<file path="src/rtl/qm_hazard_pkg.sv">
// qm_hazard_pkg: shared types and constants for the decode-stage issue
// controller (qm_hazard) and its register scoreboard (qm_scoreboard).
package qm_hazard_pkg;

  localparam int REG_COUNT = 32;   // architectural registers, r0 hard-wired
  localparam int CNT_W     = 2;    // pending-write counter width per register
  localparam int STALL_W   = 32;   // stall performance counter width
  localparam int FCNT_W    = 3;    // flush down-counter width (FLUSH_CYCLES <= 7)

  typedef logic [CNT_W-1:0] cnt_t;
  typedef logic [4:0]       reg_idx_t;

  localparam cnt_t CNT_MAX = cnt_t'(3);

  typedef enum logic {
    ST_RUN   = 1'b0,
    ST_FLUSH = 1'b1
  } state_t;

endpackage

</file>
<file path="src/rtl/qm_scoreboard.sv">
// qm_scoreboard: one 2-bit pending-write counter per register r1..r31.
//   clk, rst          : clock, synchronous active-high reset
//   rs_idx / rs_cnt   : combinational read port A
//   rt_idx / rt_cnt   : combinational read port B
//   wa_idx / wa_full  : destination full check (count == CNT_MAX)
//   inc_en / inc_idx  : +1 at the clock edge (instruction issued)
//   dec_en / dec_idx  : -1 at the clock edge (register written back)
// r0 never holds a count: reads return 0 and updates to it are dropped.
import qm_hazard_pkg::*;

module qm_scoreboard (
  input  logic       clk,
  input  logic       rst,
  input  logic [4:0] rs_idx,
  input  logic [4:0] rt_idx,
  input  logic [4:0] wa_idx,
  input  logic       inc_en,
  input  logic [4:0] inc_idx,
  input  logic       dec_en,
  input  logic [4:0] dec_idx,
  output logic [1:0] rs_cnt,
  output logic [1:0] rt_cnt,
  output logic       wa_full
);

  cnt_t                 cnt_q [1:REG_COUNT-1];
  logic [REG_COUNT-1:1] inc_hit;
  logic [REG_COUNT-1:1] dec_hit;
  cnt_t                 wa_cnt;
  cnt_t                 dec_cnt;

  assign rs_cnt  = (rs_idx  == '0) ? '0 : cnt_q[rs_idx];
  assign rt_cnt  = (rt_idx  == '0) ? '0 : cnt_q[rt_idx];
  assign wa_cnt  = (wa_idx  == '0) ? '0 : cnt_q[wa_idx];
  assign dec_cnt = (dec_idx == '0) ? '0 : cnt_q[dec_idx];
  assign wa_full = (wa_cnt == CNT_MAX);

  // Decoding starts at 1, so updates addressed to r0 never match an entry.
  // NOTE: every output of an always_comb gets a default first; otherwise any
  // path that skips an assignment infers a latch.
  always_comb begin
    inc_hit = '0;
    dec_hit = '0;
    for (int i = 1; i < REG_COUNT; i++) begin
      inc_hit[i] = inc_en && (inc_idx == 5'(i));
      dec_hit[i] = dec_en && (dec_idx == 5'(i));
    end
  end

  // NOTE: this array is state, not storage: a stale count left over from
  // before reset would stall its register forever, so every entry is reset.
  always_ff @(posedge clk) begin
    if (rst) begin
      for (int i = 1; i < REG_COUNT; i++) cnt_q[i] <= '0;
    end else begin
      for (int i = 1; i < REG_COUNT; i++) begin
        // A simultaneous issue and retire on one register cancel out.
        // The issue side never sees a full counter: a full destination is a
        // hazard and blocks issue, so +1 cannot wrap.
        if (inc_hit[i] && !dec_hit[i])
          cnt_q[i] <= cnt_q[i] + 1'b1;
        else if (dec_hit[i] && !inc_hit[i] && cnt_q[i] != '0)
          cnt_q[i] <= cnt_q[i] - 1'b1;
      end
    end
  end

  // A write-back to a register with nothing in flight is a protocol error;
  // the counter saturates at 0 but the event is flagged.
  underflow_a: assert property (@(posedge clk) disable iff (rst)
    !(dec_en && dec_idx != '0 && !(inc_en && inc_idx == dec_idx) && dec_cnt == '0));

endmodule

</file>
<file path="src/rtl/qm_hazard.sv">
// qm_hazard: in-order issue controller beside the decode stage.
//   sys_clk, sys_rst           : clock, synchronous active-high reset
//   dec_*                      : instruction currently in decode
//   wb_WE, wb_WA               : regfile write port (retires pending writes)
//   ex_BranchTaken             : taken branch resolved in execute
//   o_Issue / o_Stall / o_Flush: combinational pipeline controls
//   o_StallCount               : saturating count of stall cycles
// Parameter FLUSH_CYCLES (1..7): decode squash length after a taken branch.
// Build option QM_HAZARD_WB_BYPASS_EN: a source whose only pending write is
// retiring this cycle is read through the regfile's write-before-read path
// and does not stall.
import qm_hazard_pkg::*;

module qm_hazard #(
  parameter int FLUSH_CYCLES = 1
) (
  input  logic        sys_clk,
  input  logic        sys_rst,
  input  logic        dec_Valid,
  input  logic [4:0]  dec_RS,
  input  logic [4:0]  dec_RT,
  input  logic        dec_UsesRS,
  input  logic        dec_UsesRT,
  input  logic        dec_WE,
  input  logic [4:0]  dec_WA,
  input  logic        wb_WE,
  input  logic [4:0]  wb_WA,
  input  logic        ex_BranchTaken,
  output logic        o_Issue,
  output logic        o_Stall,
  output logic        o_Flush,
  output logic [31:0] o_StallCount
);

  state_t              state_q;
  logic [FCNT_W-1:0]   fcnt_q;
  logic [STALL_W-1:0]  stall_cnt_q;
  cnt_t                rs_cnt, rt_cnt;
  logic                wa_full;
  logic                rs_haz, rt_haz, hazard;

  qm_scoreboard u_scoreboard (
    .clk     (sys_clk),
    .rst     (sys_rst),
    .rs_idx  (dec_RS),
    .rt_idx  (dec_RT),
    .wa_idx  (dec_WA),
    .inc_en  (o_Issue && dec_WE),
    .inc_idx (dec_WA),
    .dec_en  (wb_WE),
    .dec_idx (wb_WA),
    .rs_cnt  (rs_cnt),
    .rt_cnt  (rt_cnt),
    .wa_full (wa_full)
  );

`ifdef QM_HAZARD_WB_BYPASS_EN
  // The last outstanding write landing this cycle is visible to the read.
  assign rs_haz = dec_UsesRS && rs_cnt != '0 &&
                  !(rs_cnt == cnt_t'(1) && wb_WE && wb_WA == dec_RS);
  assign rt_haz = dec_UsesRT && rt_cnt != '0 &&
                  !(rt_cnt == cnt_t'(1) && wb_WE && wb_WA == dec_RT);
`else
  assign rs_haz = dec_UsesRS && rs_cnt != '0;
  assign rt_haz = dec_UsesRT && rt_cnt != '0;
`endif

  // r0 reads as count 0, so only the destination needs an explicit r0 guard
  // (wa_full is already false for r0; the guard documents intent).
  assign hazard = dec_Valid && (rs_haz || rt_haz || (dec_WE && dec_WA != '0 && wa_full));

  // Flush owns the cycle: the squashed instruction neither issues nor stalls.
  always_comb begin
    o_Issue = 1'b0;
    o_Stall = 1'b0;
    o_Flush = 1'b0;
    if (ex_BranchTaken || state_q == ST_FLUSH) begin
      o_Flush = 1'b1;
    end else begin
      o_Issue = dec_Valid && !hazard;
      o_Stall = dec_Valid && hazard;
    end
  end

  // The branch cycle is the first flush cycle; FLUSH covers the remaining
  // FLUSH_CYCLES-1, with fcnt counting down to 0 on the last of them.
  // NOTE: state registers use non-blocking assignments so every flop samples
  // the pre-edge values, independent of statement order.
  always_ff @(posedge sys_clk) begin
    if (sys_rst) begin
      state_q <= ST_RUN;
      fcnt_q  <= '0;
    end else if (ex_BranchTaken) begin
      if (FLUSH_CYCLES > 1) begin
        state_q <= ST_FLUSH;
        fcnt_q  <= FCNT_W'(FLUSH_CYCLES - 2);
      end else begin
        state_q <= ST_RUN;
        fcnt_q  <= '0;
      end
    end else if (state_q == ST_FLUSH) begin
      if (fcnt_q == '0) state_q <= ST_RUN;
      else              fcnt_q  <= fcnt_q - 1'b1;
    end
  end

  always_ff @(posedge sys_clk) begin
    if (sys_rst)
      stall_cnt_q <= '0;
    else if (o_Stall && stall_cnt_q != '1)
      stall_cnt_q <= stall_cnt_q + 1'b1;
  end

  assign o_StallCount = stall_cnt_q;

endmodule

</file>
<file path="config.mk">
export PLATFORM = sky130hd
export DESIGN_NAME = qm_hazard
export DESIGN_NICKNAME = d
export VERILOG_FILES = /design/src/rtl/qm_hazard_pkg.sv /design/src/rtl/qm_scoreboard.sv /design/src/rtl/qm_hazard.sv
export SDC_FILE = /design/constraint.sdc
export NUM_CORES = 1
export LEC_CHECK = 0
export BUFFER_PORTS_ARGS = -buffer_cell sky130_fd_sc_hd__buf_2
export CORE_ASPECT_RATIO = 2
export CORE_MARGIN = 3
export CORE_UTILIZATION = 60
export DETAILED_ROUTE_END_ITERATION = 12
export MAX_ROUTING_LAYER = met4
export PLACE_DENSITY_LB_ADDON = 0.15
export REMOVE_ABC_BUFFERS = 1
export SYNTH_ARGS = -nofsm -noshare
export SYNTH_HDL_FRONTEND = slang
export SYNTH_SLANG_ARGS = --single-unit
</file>
<file path="constraint.sdc">
create_clock -name sys_clk -period 6.7 [get_ports sys_clk]
set_input_delay 0.335 -clock sys_clk [delete_from_list [all_inputs] [get_ports sys_clk]]
set_output_delay 0.335 -clock sys_clk [all_outputs]
set_load 0.05 [all_outputs]
</file>
## Word level (Yosys, flattened, before mapping)

Memory sizes are Yosys's and may differ from the RTL's.
Index checks and enable logic that the tools add are counted.
W data, S select, Z words.

| word-level totals | value |
|---|---|
| bits in registers | 36 |
| memories | 1 |
| word-level logic and storage cells | 755 |
| memory bits (writable) | 62 |
| input bits | 28 |

| operators by class | value |
|---|---|
| equal/unequal tests | 64 |
| add/subtract/negate cells | 64 |
| multiplexer cells | 288 |
| bitwise operators | 64 |
| reductions and logical operators | 271 |

Memories:

| memory | depth | bits a word | read ports | clocked after Yosys merged registers in | write ports | RTL line | text |
|---|---|---|---|---|---|---|---|
| u_scoreboard.cnt_q | 31 | 2 | 34 | 0 | 31 | qm_scoreboard.sv:26 | `cnt_t cnt_q [1:REG_COUNT-1];` |

Operator list:

| cell | count |
|---|---|
| $mux W1 | 223 |
| $logic_and A1 B1 Y1 | 164 |
| $eq A5 B5 Y1 const B | 32 |
| $mux W2 | 65 |
| $eq A5 B4 Y1 const B | 16 |
| $reduce_bool A2 Y1 | 33 |
| $logic_not A1 Y1 | 63 |
| $add A2 B1 Y2 const B | 31 |
| $or A1 B1 Y1 | 62 |
| $sub A2 B1 Y2 const B | 31 |
| $eq A5 B3 Y1 const B | 8 |
| $add A32 B1 Y32 const B | 1 |
| $ne A32 B32 Y1 const B | 1 |
| $eq A5 B2 Y1 const B | 4 |
| $logic_not A5 Y1 | 3 |
| $eq A5 B1 Y1 const B | 2 |
| $reduce_bool A5 Y1 | 1 |
| $logic_not A3 Y1 | 1 |
| $logic_or A1 B1 Y1 | 3 |
| $reduce_or A3 Y1 | 1 |
| $sub A3 B1 Y3 const B | 1 |
| $eq A2 B2 Y1 const B | 1 |
| $not A1 Y1 | 2 |
| $reduce_and A2 Y1 | 1 |
| $reduce_or A2 Y1 | 1 |

## Logic depth before layout (Yosys ltp)

Gate-level depths: netlist of the first run.

| depth | value |
|---|---|
| word-level depth | 20 |
| gate-level depth with buffers | 13 |
| mapped depth without buffers | 8 |

## By module

From an unflattened synthesis of the first run, not the netlist that was laid out.

| second synthesis, totals | value |
|---|---|
| cell total of the unflattened synthesis | 899 |
| area, all modules | 7,993.9 um2 |

Modules (own cells, without submodules):

| module | cells each | instances | area an instance (um2) |
|---|---|---|---|
| qm_scoreboard | 659 | 1 | 5,874.4 |
| qm_hazard | 240 | 1 | 2,119.5 |

## Worst setup path after synthesis of the first run

OpenSTA, ideal clock, no wires.

| timing | value |
|---|---|
| path kind | input-to-output |
| start point | input port dec_WA[1] |
| end point | output port o_Stall |
| data arrival time | 2.693 ns |
| stages on the path | 10 |
| buffers on the path | 4 |
| slack | 3.672 ns |
| path through | buf_6 -> buf_6 -> o211a_1 -> or4_1 -> o22ai_1 -> a311o_2 -> nor2_1 -> buf_2 -> buf_2 -> nor2_1 |

| between the ends | value |
|---|---|
| cells in the longest elaborated chain, start to end | 8 |
| elaborated cells on any way between the ends | 11 |
| classes of those cells | eq/ne (1); mux (2); reduce/logical (7); memory (1) |

RTL lines:

| item | RTL line | text |
|---|---|---|
| start: declaration | qm_hazard.sv:25 | `input logic [4:0] dec_WA,` |
| $mem_v2 Z31 W2 or $logic_not A5 Y1 (tied branches) | -- |  |
| $mux W2 | qm_scoreboard.sv:34 | `assign wa_cnt = (wa_idx == '0) ? '0 : cnt_q[wa_idx];` |
| $eq A2 B2 Y1 | qm_scoreboard.sv:36 | `assign wa_full = (wa_cnt == CNT_MAX);` |
| $logic_and A1 B1 Y1 (*) | qm_hazard.sv:70 | `assign hazard = dec_Valid && (rs_haz \|\| rt_haz \|\| (dec_WE && dec_WA != '0 && wa_full));` |
| $logic_or A1 B1 Y1 (*) | qm_hazard.sv:70 |  |
| $logic_and A1 B1 Y1 (*) | qm_hazard.sv:70 |  |
| $logic_and A1 B1 Y1 (*) | qm_hazard.sv:81 | `o_Stall = dec_Valid && hazard;` |
| $mux W1 (*) | qm_hazard.sv:77 | `if (ex_BranchTaken \|\| state_q == ST_FLUSH) begin` |
| end: declaration | qm_hazard.sv:30 | `output logic o_Stall,` |

Every way passes the cells marked *; elsewhere a longest branch is shown, timed or not.

==> metrics.txt, run 1 <==
Synth warnings=0; Final period util=0.635; Area growth syn-to-layout=6.52%; CP max-delay cell=nor4_4; fmax=~0.23 GHz; Starting Density=0.619; IO Port Bufs=62; GR Overflow Total=0; Root Buffer=clkbuf_16; drc violations=0; Final setup violation count=0; Clock Skew=0.0110 ns; final hold vios=0; commonest non-fill, non-tap cell in the layout=nand2_1; largest net degree at the start of global routing=68; commonest non-fill, non-tap cells in the layout=nand2_1 (82), nor2_1 (81), inv_1 (76); DR vias/cell=7.22; Chip Width=a little under 90 um; RePlAce Congestion=~1.1; H-tree depth=3; die area=15100 sq um; Least-Margin Pin Slew=1.18 ns; post-CTS setup buffers=0; all-layer global routing usage=0.392; Ports=63; worst path cell trace=buf_2 -> nor2_1 -> nand2_1 -> o21ai_0 -> a31oi_1 -> a311o_2 -> nor4_4 -> buf_4 -> a311oi_1 -> a311o_1; Num CTS Buffers=9; post-synthesis sequential area ratio=0.317; Setup Crit Path Kind=in2reg; Synth Flop Type=edfxtp_1; antenna violations before repair=0; Post-Synthesis Cells=roughly 1000; most area-consuming cells after synthesis=edfxtp_1 (23%), dfxtp_1 (8.9%), ha_1 (5.2%); Syn Area/Cell=8.29 sq um; Tmin final=~4.3 ns; Worst slew margin=0.214; hold bufs inserted after CTS=0; total number of vias=8336; max incr delay on CP=0.97 ns; Net Sw Frac=0.320; share of cells above drive strength 1=0.117; Clock Sinks=between 90 and 100; Row Count=between 50 and 60; CTS tree=built; Worst EP arrival=4.37 ns; worst vdd ir=127 uV; Synth top area share=0.229; Pins Over Slew Limit=0; Bufs on Longest Clock Path=2; Die Y=171 um; Post-Syn Area=between 8000 and 9000 sq um; leading area contributor after synthesis=edfxtp_1; dpl hpwl=about 20000 um; # resized after CTS=0; Pint=1.01 mW; number of synthesized flops with an enable pin=slightly above 60; Starting DRT DRC Count=~930; RSZ-0062 raised after global routing=no; Core Area=13100 sq um; status=completed; Design Power=1.49 mW; Ant. Diodes=0; setup tns final=0 ns; clock transition at the registers of the reported paths=0.08 ns; first-pass GRT wire length=between 40000 and 50000 um; Leak=3.14 nW; Net count, final=around 1100; Max FO, Critical Path=32; CP Launch Type=input pin; critical path data required time=about 7 ns; final wirelength=28200 um; per-cell routed wire length=about 24 um; logic gate share of total power=0.169; WP buf/inv=2; Worst-Skew Late Latency=between 0.3 and 0.4 ns; vias in the first global route=7973; Clk pwr share=0.376; remaining antenna violation count after routing=0; count of cell types in the netlist=73; power per cell area=172 nW/um^2; async set or reset register ratio after synthesis=0; sequential share of power=0.455; min-delay worst type=in2reg; Max Cap Viol=0; synthesized flop and latch total=98; cell family with most CP delay=simple AND/OR/NAND/NOR gates; Crit. End Element=flop; switching power=0.477 mW; DRT Pass-1 Iters=5
[synthesized netlist by cell type (13+ instances only)]
library cell  number
a21oi_1           57
nand2_1           82
nor3_1            43
nand3_1           50
o21ai_0           21
clkbuf_1          30
mux2i_1           19
inv_1             76
dfxtp_1           36
a211oi_1          21
a211o_1           25
nor2b_1           21
edfxtp_1          62
nor4_1            17
nand4_1           50
buf_2             18
or4_1             13
nor2_1            82
ha_1              34
nand2b_1          14
[power by group through the flow]
stage	clock, mW	combinational [mW]	sequential [mW]
3_5_place_dp	0	0.241	0.689
4_1_cts	0.558	0.242	0.675
2_1_floorplan	0	0.137	0.682
6_report	0.559	0.252	0.677
3_3_place_gp	0	0.237	0.689
5_1_grt	0.583	0.268	0.678
[cell type report]
type	count	area, sq um
inverters	79	297
clock inverters	6	62.6
well taps	152	190
flip-flops and latches	98	2580
multi-input cells	740	4910
fillers	1191	4470
repair buffers	70	370
clock buffers	10	250
[flip-flops by register name, indices dropped and copies added, names as in the netlist]
signal,cells
fcnt_q,3
o_StallCount,32
u_scoreboard.cnt_q,62
state_q,1
[layer usage]
| layer | vias to the layer above | wire [um] | GRT usage |
|---|---|---|---|
| met5 | - | 0 | - |
| met4 | 0 | 2790 | 0.314 |
| met3 | 189 | 2430 | 0.0834 |
| met2 | 499 | 13700 | 0.617 |
| met1 | 3882 | 9330 | 0.412 |
| li1 | 3766 | - | - |
[through the flow]
stage | hold slack (ns) | worst slack [ns] | utilization | area [sq um] | cells
after floorplan | 0.404 | 2.12 | - | 7790 | 917
after global placement | 0.485 | 2.31 | 0.636 | 8350 | 1139
after detailed placement | 0.489 | 2.20 | 0.636 | 8350 | 1139
after CTS | 0.198 | 2.55 | 0.660 | 8670 | 1155
after global routing | 0.207 | 2.21 | 0.660 | 8670 | 1155
final | 0.193 | 2.44 | 0.660 | 8670 | 1155
[path summary, 6_finish.rpt]
check	startpoint	endpoint	slack, ns	depth (start not counted)
setup / recovery	dec_WA[1]	u_scoreboard.cnt_q[23][0]$_DFFE_PP_	2.44	10
hold reg to reg	o_StallCount[31]$_SDFFE_PP0P_	o_StallCount[31]$_SDFFE_PP0P_	0.51	2
hold / removal	ex_BranchTaken	fcnt_q[0]$_SDFFE_PP0P_	0.19	2
setup reg to reg	u_scoreboard.cnt_q[19][0]$_DFFE_PP_	u_scoreboard.cnt_q[23][0]$_DFFE_PP_	2.48	9
[cell families after synthesis]
logic type,synth area share
XOR/XNOR,0.00215
adder cells (fa/ha/maj),0.0523
flip-flops,0.317
AO/OA/AOI/OAI,0.202
multiplexers,0.0607
buffers and inverters,0.0795
AND/OR/NAND/NOR,0.286
(Power assumes the default switching activity.)
==> run 2: changes to the inputs <==
--- a/config.mk
+++ b/config.mk
@@ -8,7 +8,7 @@
 export BUFFER_PORTS_ARGS = -buffer_cell sky130_fd_sc_hd__buf_2
 export CORE_ASPECT_RATIO = 2
 export CORE_MARGIN = 3
-export CORE_UTILIZATION = 60
+export CORE_UTILIZATION = 56
 export DETAILED_ROUTE_END_ITERATION = 12
 export MAX_ROUTING_LAYER = met4
 export PLACE_DENSITY_LB_ADDON = 0.15
==> constraint.sdc (replaced) <==
create_clock -name sys_clk -period 3.65 [get_ports sys_clk]
set_input_delay 0.1825 -clock sys_clk [delete_from_list [all_inputs] [get_ports sys_clk]]
set_output_delay 0.1825 -clock sys_clk [all_outputs]
set_load 0.05 [all_outputs]
==> run 2 against run 1 <==
  * Global-route usage decreased by 4.7 points
  * Total power increased by 80%
  * Via count decreased by 0.92%
  * Worst hold slack got worse by 0.15 ns
  * First-iteration DRC count decreased by 25%
  * Clock skew decreased by 0.0014 ns
  * Combinational power increased by 87%
  * Setup slack got worse by 2.2 ns
  * Die area increased by 6.8%
  * Core utilization decreased by 3.0 points
  * Cell count increased by 4.4%
  * Clock-buffer cell count unchanged
  * Highest routed layer unchanged
==> metrics.txt, run 2 (same netlist as run 1, synthesis figures left out) <==
share of cells above drive strength 1=0.129 (+0.0122); GR Overflow Total=0 (unchanged); drc violations=0 (unchanged); Row Count=61 (+3.4%); DR vias/cell=6.85 (-5.1%); clock transition at the registers of the reported paths=0.08 ns (about the same); power per cell area=304 nW/um^2 (+77%); commonest non-fill, non-tap cells in the layout=nand2_1 (82), nor2_1 (81), inv_1 (76); final wirelength=26700 um (-5.5%); placed cell count=1190 (+4.5%); Clock Skew=0.00953 ns (-0.00144 ns); Num CTS Buffers=9 (unchanged); final cell count without fillers=1206 (+4.4%); all-layer global routing usage=0.345 (-0.0467); worst vdd ir=286 uV (+130%); Area growth syn-to-layout=8.64%; Storage cell area=2580 sq um (unchanged); hold bufs inserted after CTS=0 (unchanged); Core Area=14000 sq um (+6.9%); Worst-Skew Late Latency=0.36 ns (about the same); critical path data required time=3.47 ns (-3.35 ns); Design Power=2.68 mW (+80%); Least-Margin Pin Slew=0.855 ns (-0.324 ns); final hold vios=0 (unchanged); Max FO, Critical Path=60 (+88%); largest net degree at the start of global routing=61 (-10%); min-delay worst type=in2reg; DRT Pass-1 Iters=6 (+1); RSZ-0062 raised after global routing=no; first-pass GRT wire length=42000 um (-2.3%); Final WS setup=0.287 ns (-2.16 ns); vias in the first global route=8206 (+2.9%); post-CTS setup buffers=0 (unchanged); fin util=0.629 (-0.0301); Leak=3.21 nW (+2.3%); multi-input logic area=4910 sq um (unchanged); Final period util=0.921; Setup WS pre-CTS=0.392 ns (-1.80 ns); RePlAce Congestion=1.03 (-4.6%); remaining antenna violation count after routing=0 (unchanged); CTS tree=built; total number of vias=8259 (-0.92%); Worst slew margin=0.428 (+0.214); # resized after CTS=0 (unchanged); CP Launch Type=flop; Die Y=176 um (+3.4%); Starting DRT DRC Count=697 (-25%); Crit. End Element=output pin; max reg flops=62 (unchanged); antenna violations before repair=0 (unchanged); fmax=slightly below 0.3 GHz; Pins Over Slew Limit=0 (unchanged); final-layout fill cell count=1329 (+12%); IO Port Bufs=62 (unchanged); Chip Width=91.2 um (+3.3%); Clock Sinks=98 (unchanged); Setup Crit Path Kind=reg2out; per-cell routed wire length=22.1 um (-9.5%); Worst EP arrival=3.18 ns (-1.19 ns); Root Buffer=clkbuf_16; H-tree depth=3 (unchanged); commonest non-fill, non-tap cell in the layout=nand2_1; Ports=63 (unchanged); dpl hpwl=20200 um (-1.2%); Ant. Diodes=0 (unchanged); Bufs on Longest Clock Path=2 (unchanged); Tmin final=between 3 and 4 ns; status=completed; Starting Density=0.579 (-0.0398); Final setup violation count=0 (unchanged); Max Cap Viol=0 (unchanged); die area=16100 sq um (+6.8%); Top reg by flops=u_scoreboard.cnt_q; Net count, final=1074 (+1.3%)
[run 2: final timing paths]
kind / startpoint / cells past startpoint / end / slack (ns)
setup / recovery: u_scoreboard.cnt_q[3][0]$_DFFE_PP_ / 9 / o_Stall / 0.29
hold / removal: ex_BranchTaken / 2 / fcnt_q[0]$_SDFFE_PP0P_ / 0.04
setup reg to reg: u_scoreboard.cnt_q[3][0]$_DFFE_PP_ / 9 / u_scoreboard.cnt_q[21][0]$_DFFE_PP_ / 0.32
hold reg to reg: o_StallCount[31]$_SDFFE_PP0P_ / 2 / o_StallCount[31]$_SDFFE_PP0P_ / 0.50
[run 2: through the flow]
stage               area (sq um)  TNS (ns)  hold WS [ns]
floorplan                   7790    -26.30         0.252
detailed placement          8540         0         0.420
finish                      8840         0        0.0427
global route                8840         0        0.0608
CTS                         8840         0        0.0407
global placement            8540         0         0.415
[run 2: critical path: stages (launching register included)]
cell	delay, ns
edfxtp_1	0.46
nor2_1	0.53
o21ai_0	0.18
o21ai_0	0.21
o221ai_1	0.16
a311o_2	0.43
nor2_4	0.29
buf_12	0.28
nor2_1	0.06
buf_2	0.21
[run 2: cell type report]
| class | instances | area share |
|---|---|---|
| Clock buffer | 10 | 0.0270 |
| Clock inverter | 6 | 0.00651 |
| Inverter | 79 | 0.0335 |
| Multi-Input combinational cell | 740 | 0.556 |
| Sequential cell | 98 | 0.292 |
| Tap cell | 189 | 0.0268 |
| Timing Repair Buffer | 84 | 0.0580 |
[run 2: routing by layer]
metal | vias up | global-route usage | wire, um
met5 | - | - | 0
met4 | 0 | 0.282 | 2590
met3 | 171 | 0.0529 | 1800
met2 | 402 | 0.594 | 13300
met1 | 3889 | 0.338 | 8910
li1 | 3797 | - | -
[run 2: power breakdown]
part           leakage, nW  internal, mW  switching (mW)  total, mW
combinational         2.13         0.144           0.325      0.470
sequential           0.931          1.20          0.0347       1.24
clock                0.147         0.497           0.481      0.978
total                 3.21          1.84           0.841       2.68
==> run 3: changes to the inputs <==
--- a/config.mk
+++ b/config.mk
@@ -15,4 +15,5 @@
 export REMOVE_ABC_BUFFERS = 1
 export SYNTH_ARGS = -nofsm -noshare
 export SYNTH_HDL_FRONTEND = slang
+export SYNTH_HIERARCHICAL = 1
 export SYNTH_SLANG_ARGS = --single-unit
==> run 3 against run 2 <==
  * The flow now finishes with violations (negative setup slack)
  * Wire length grew 5.1%
  * Flip-flop and latch count is the same
  * Clock skew down 0.00072 ns
  * Highest routed layer unchanged
  * Critical endpoint is now u_scoreboard/cnt_q[1][1]$_DFFE_PP_
  * Critical path type is now reg2reg
  * Combinational power is 4.9% higher
  * Sequential share of layout area down 2.1 points
  * Synthesized cell count decreased by 8.4%
  * Final area grew 7.9%
  * Total power is 0.23% higher
  * Die area decreased by 1.7%
  * Register-to-register slack got worse by 0.34 ns
  * Worst hold slack better by 0.048 ns
==> metrics.txt, run 3 <==
status=complete, but fails checks; failing checks=negative setup slack; max reg flops=62 (unchanged); Final WS setup=-0.0217 ns (-0.309 ns); worst vdd ir=242 uV (-16%); dpl hpwl=20900 um (+3.4%); Synth warnings=6 (+6); most area-consuming cells after synthesis=edfxtp_1 (23%), dfxtp_1 (9.0%), mux4_2 (5.4%); drc violations=0 (unchanged); critical path data required time=3.75 ns (+0.28 ns); power per cell area=282 nW/um^2 (-7.1%); CP Launch Type=flop; Top reg by flops=u_scoreboard/cnt_q; Area growth syn-to-layout=19.3%; min-delay worst type=in2reg; Pins Over Slew Limit=0 (unchanged); fmax=0.272 GHz (-8.4%); Max Cap Viol=0 (unchanged); Worst EP arrival=3.77 ns (+0.59 ns); Root Buffer=clkbuf_16; RSZ-0062 raised after global routing=yes; per-cell routed wire length=22.9 um (+3.7%); CTS tree=built; final wirelength=28000 um (+5.1%); all-layer global routing usage=0.356 (+0.0110); Num CTS Buffers=9 (unchanged); leading area contributor after synthesis=edfxtp_1; remaining antenna violation count after routing=0 (unchanged); Leak=3.81 nW (+19%); DRT Pass-1 Iters=9 (+3); Row Count=61 (unchanged); Chip Width=90.5 um (-0.82%); Final period util=1.01 (+0.0846); Worst slew margin=0.269 (-0.159); Starting Density=0.572 (-0.00705); total number of vias=8169 (-1.1%); final cell count without fillers=1222 (+1.3%); Final setup violation count=1 (+1); async set or reset register ratio after synthesis=0 (unchanged); placed cell count=1199 (+0.76%); final hold vios=0 (unchanged); fin util=0.683 (+0.0535); hold bufs inserted after CTS=0 (unchanged); Max FO, Critical Path=4 (-93%); RePlAce Congestion=0.972 (-6.1%); commonest non-fill, non-tap cells in the layout=buf_4 (103), nand3_1 (72), inv_1 (71); DR vias/cell=6.68 (-2.4%); Setup Crit Path Kind=reg2reg; Post-Synthesis Cells=899 (-8.4%); Net count, final=1090 (+1.5%); die area=15800 sq um (-1.7%); IO Port Bufs=62 (unchanged); most frequent cells after synthesis=nor2_1 (85), nand3_1 (72), inv_1 (71), a21oi_1 (62), edfxtp_1 (62); Design Power=2.69 mW (+0.23%); number of synthesized flops with an enable pin=62 (unchanged); vias in the first global route=8189 (-0.21%); Synth Flop Type=edfxtp_1; commonest non-fill, non-tap cell in the layout=buf_4; Bufs on Longest Clock Path=2 (unchanged); clock transition at the registers of the reported paths=0.08 ns (about the same); largest net degree at the start of global routing=45 (-26%); Clock Sinks=98 (unchanged); first-pass GRT wire length=42400 um (+0.84%); share of cells above drive strength 1=0.252 (+0.123); H-tree depth=3 (unchanged); Tmin final=3.67 ns (+0.309 ns); synthesized flop and latch total=98 (unchanged); count of cell types in the netlist=75 (+2.7%); Worst-Skew Late Latency=0.36 ns (about the same); Syn Area/Cell=8.89 sq um (+7.2%); Ports=63 (unchanged); most common cell in the netlist=nor2_1; Ant. Diodes=0 (unchanged); GR Overflow Total=0 (unchanged); Post-Syn Area=7990 sq um (-1.8%); Clock Skew=0.00881 ns (-0.000719 ns); post-synthesis sequential area ratio=0.323 (+0.00566); Starting DRT DRC Count=681 (-2.3%); Die Y=175 um (-0.85%); Least-Margin Pin Slew=1.09 ns (+0.234 ns); Crit. End Element=flop; Core Area=14000 sq um (-0.54%); Synth top area share=0.233 (+0.00408); antenna violations before repair=0 (unchanged)
-- run 3: cell types whose count changed after synthesis, sizes merged, moves of 12 or more --
| cell | before | now |
|---|---|---|
| nand4 | 50 | 12 |
| mux2i | 19 | 39 |
| nor4 | 19 | 7 |
| mux4 | 6 | 26 |
| buf | 33 | 16 |
| nand3 | 50 | 72 |
| a211oi | 21 | 6 |
| nand2 | 82 | 55 |
-- run 3: cells by family after synthesis --
family / after synthesis / synth area share
AOI/OAI and AO/OA: 179 / 0.154
xor gates and xnor gates: 2 / 0.00219
adders and majority gates: 34 / 0.0532
buffers and inverters: 121 / 0.0661
DFF: 98 / 0.323
muxes: 73 / 0.138
and+or+nand+nor: 392 / 0.264
-- run 3: layout make-up --
type	count	area, sq um
Timing Repair Buffer	167	1110
Multi-Input combinational cell	681	5040
Clock buffer	10	239
Inverter	71	267
Sequential cell	98	2580
Fill cell	1164	4430
Clock inverter	6	60.1
Tap cell	189	236
-- run 3: critical path: stages (launching register included) --
cell and delay, ns:
edfxtp_1 0.47, mux4_2 0.55, a2111oi_4 0.38, a31oi_2 0.09, a22o_1 0.21, o21ai_2 0.15
nand3_1 0.08, a31oi_1 0.20, and2_1 0.17, or4b_4 0.54, nor2_4 0.14, buf_6 0.13
nor4_1 0.05, a31oi_1 0.18, nor2_1 0.06
-- run 3: final timing paths --
path / slack, ns / end / cells past startpoint / start
setup / recovery: -0.02 / u_scoreboard/cnt_q[1][1]$_DFFE_PP_ / 14 / u_scoreboard/cnt_q[22][1]$_DFFE_PP_
hold / removal: 0.09 / fcnt_q[0]$_SDFFE_PP0P_ / 2 / ex_BranchTaken
setup reg to reg: -0.02 / u_scoreboard/cnt_q[1][1]$_DFFE_PP_ / 14 / u_scoreboard/cnt_q[22][1]$_DFFE_PP_
hold reg to reg: 0.51 / o_StallCount[22]$_SDFFE_PP0P_ / 2 / o_StallCount[22]$_SDFFE_PP0P_
-- run 3: metrics by stage --
step	cell area [sq um]	hold WS [ns]	setup slack, ns	setup TNS [ns]
final	9540	0.0909	-0.0217	-0.0217
after global routing	9540	0.101	-0.130	-1.71
after CTS	9360	0.0908	0.00199	0
after detailed placement	9030	0.474	-0.204	-4.43
after global placement	9030	0.458	-0.171	-2.95
after floorplan	7730	0.252	-0.892	-66.86
-- run 3: per-layer routing --
layer  routed length [um]  vias up  track usage
met5                    0        -            -
met4                 2790        0        0.301
met3                 1700      169       0.0418
met2                14200      449        0.613
met1                 9360     3887        0.351
li1                     -     3664            -
-- run 3: what timing repair did --
action                     4_1_cts  5_1_grt
setup endpoints to repair       32      121
pin swaps                        1        6
gates resized for setup          5       38
cloned                           0        1
setup buffers                    1        5
-- run 3: power by group --
group	internal, mW	switching, mW
Sequential	1.20	0.0280
Combinational	0.195	0.298
Clock	0.497	0.471
Total	1.89	0.797
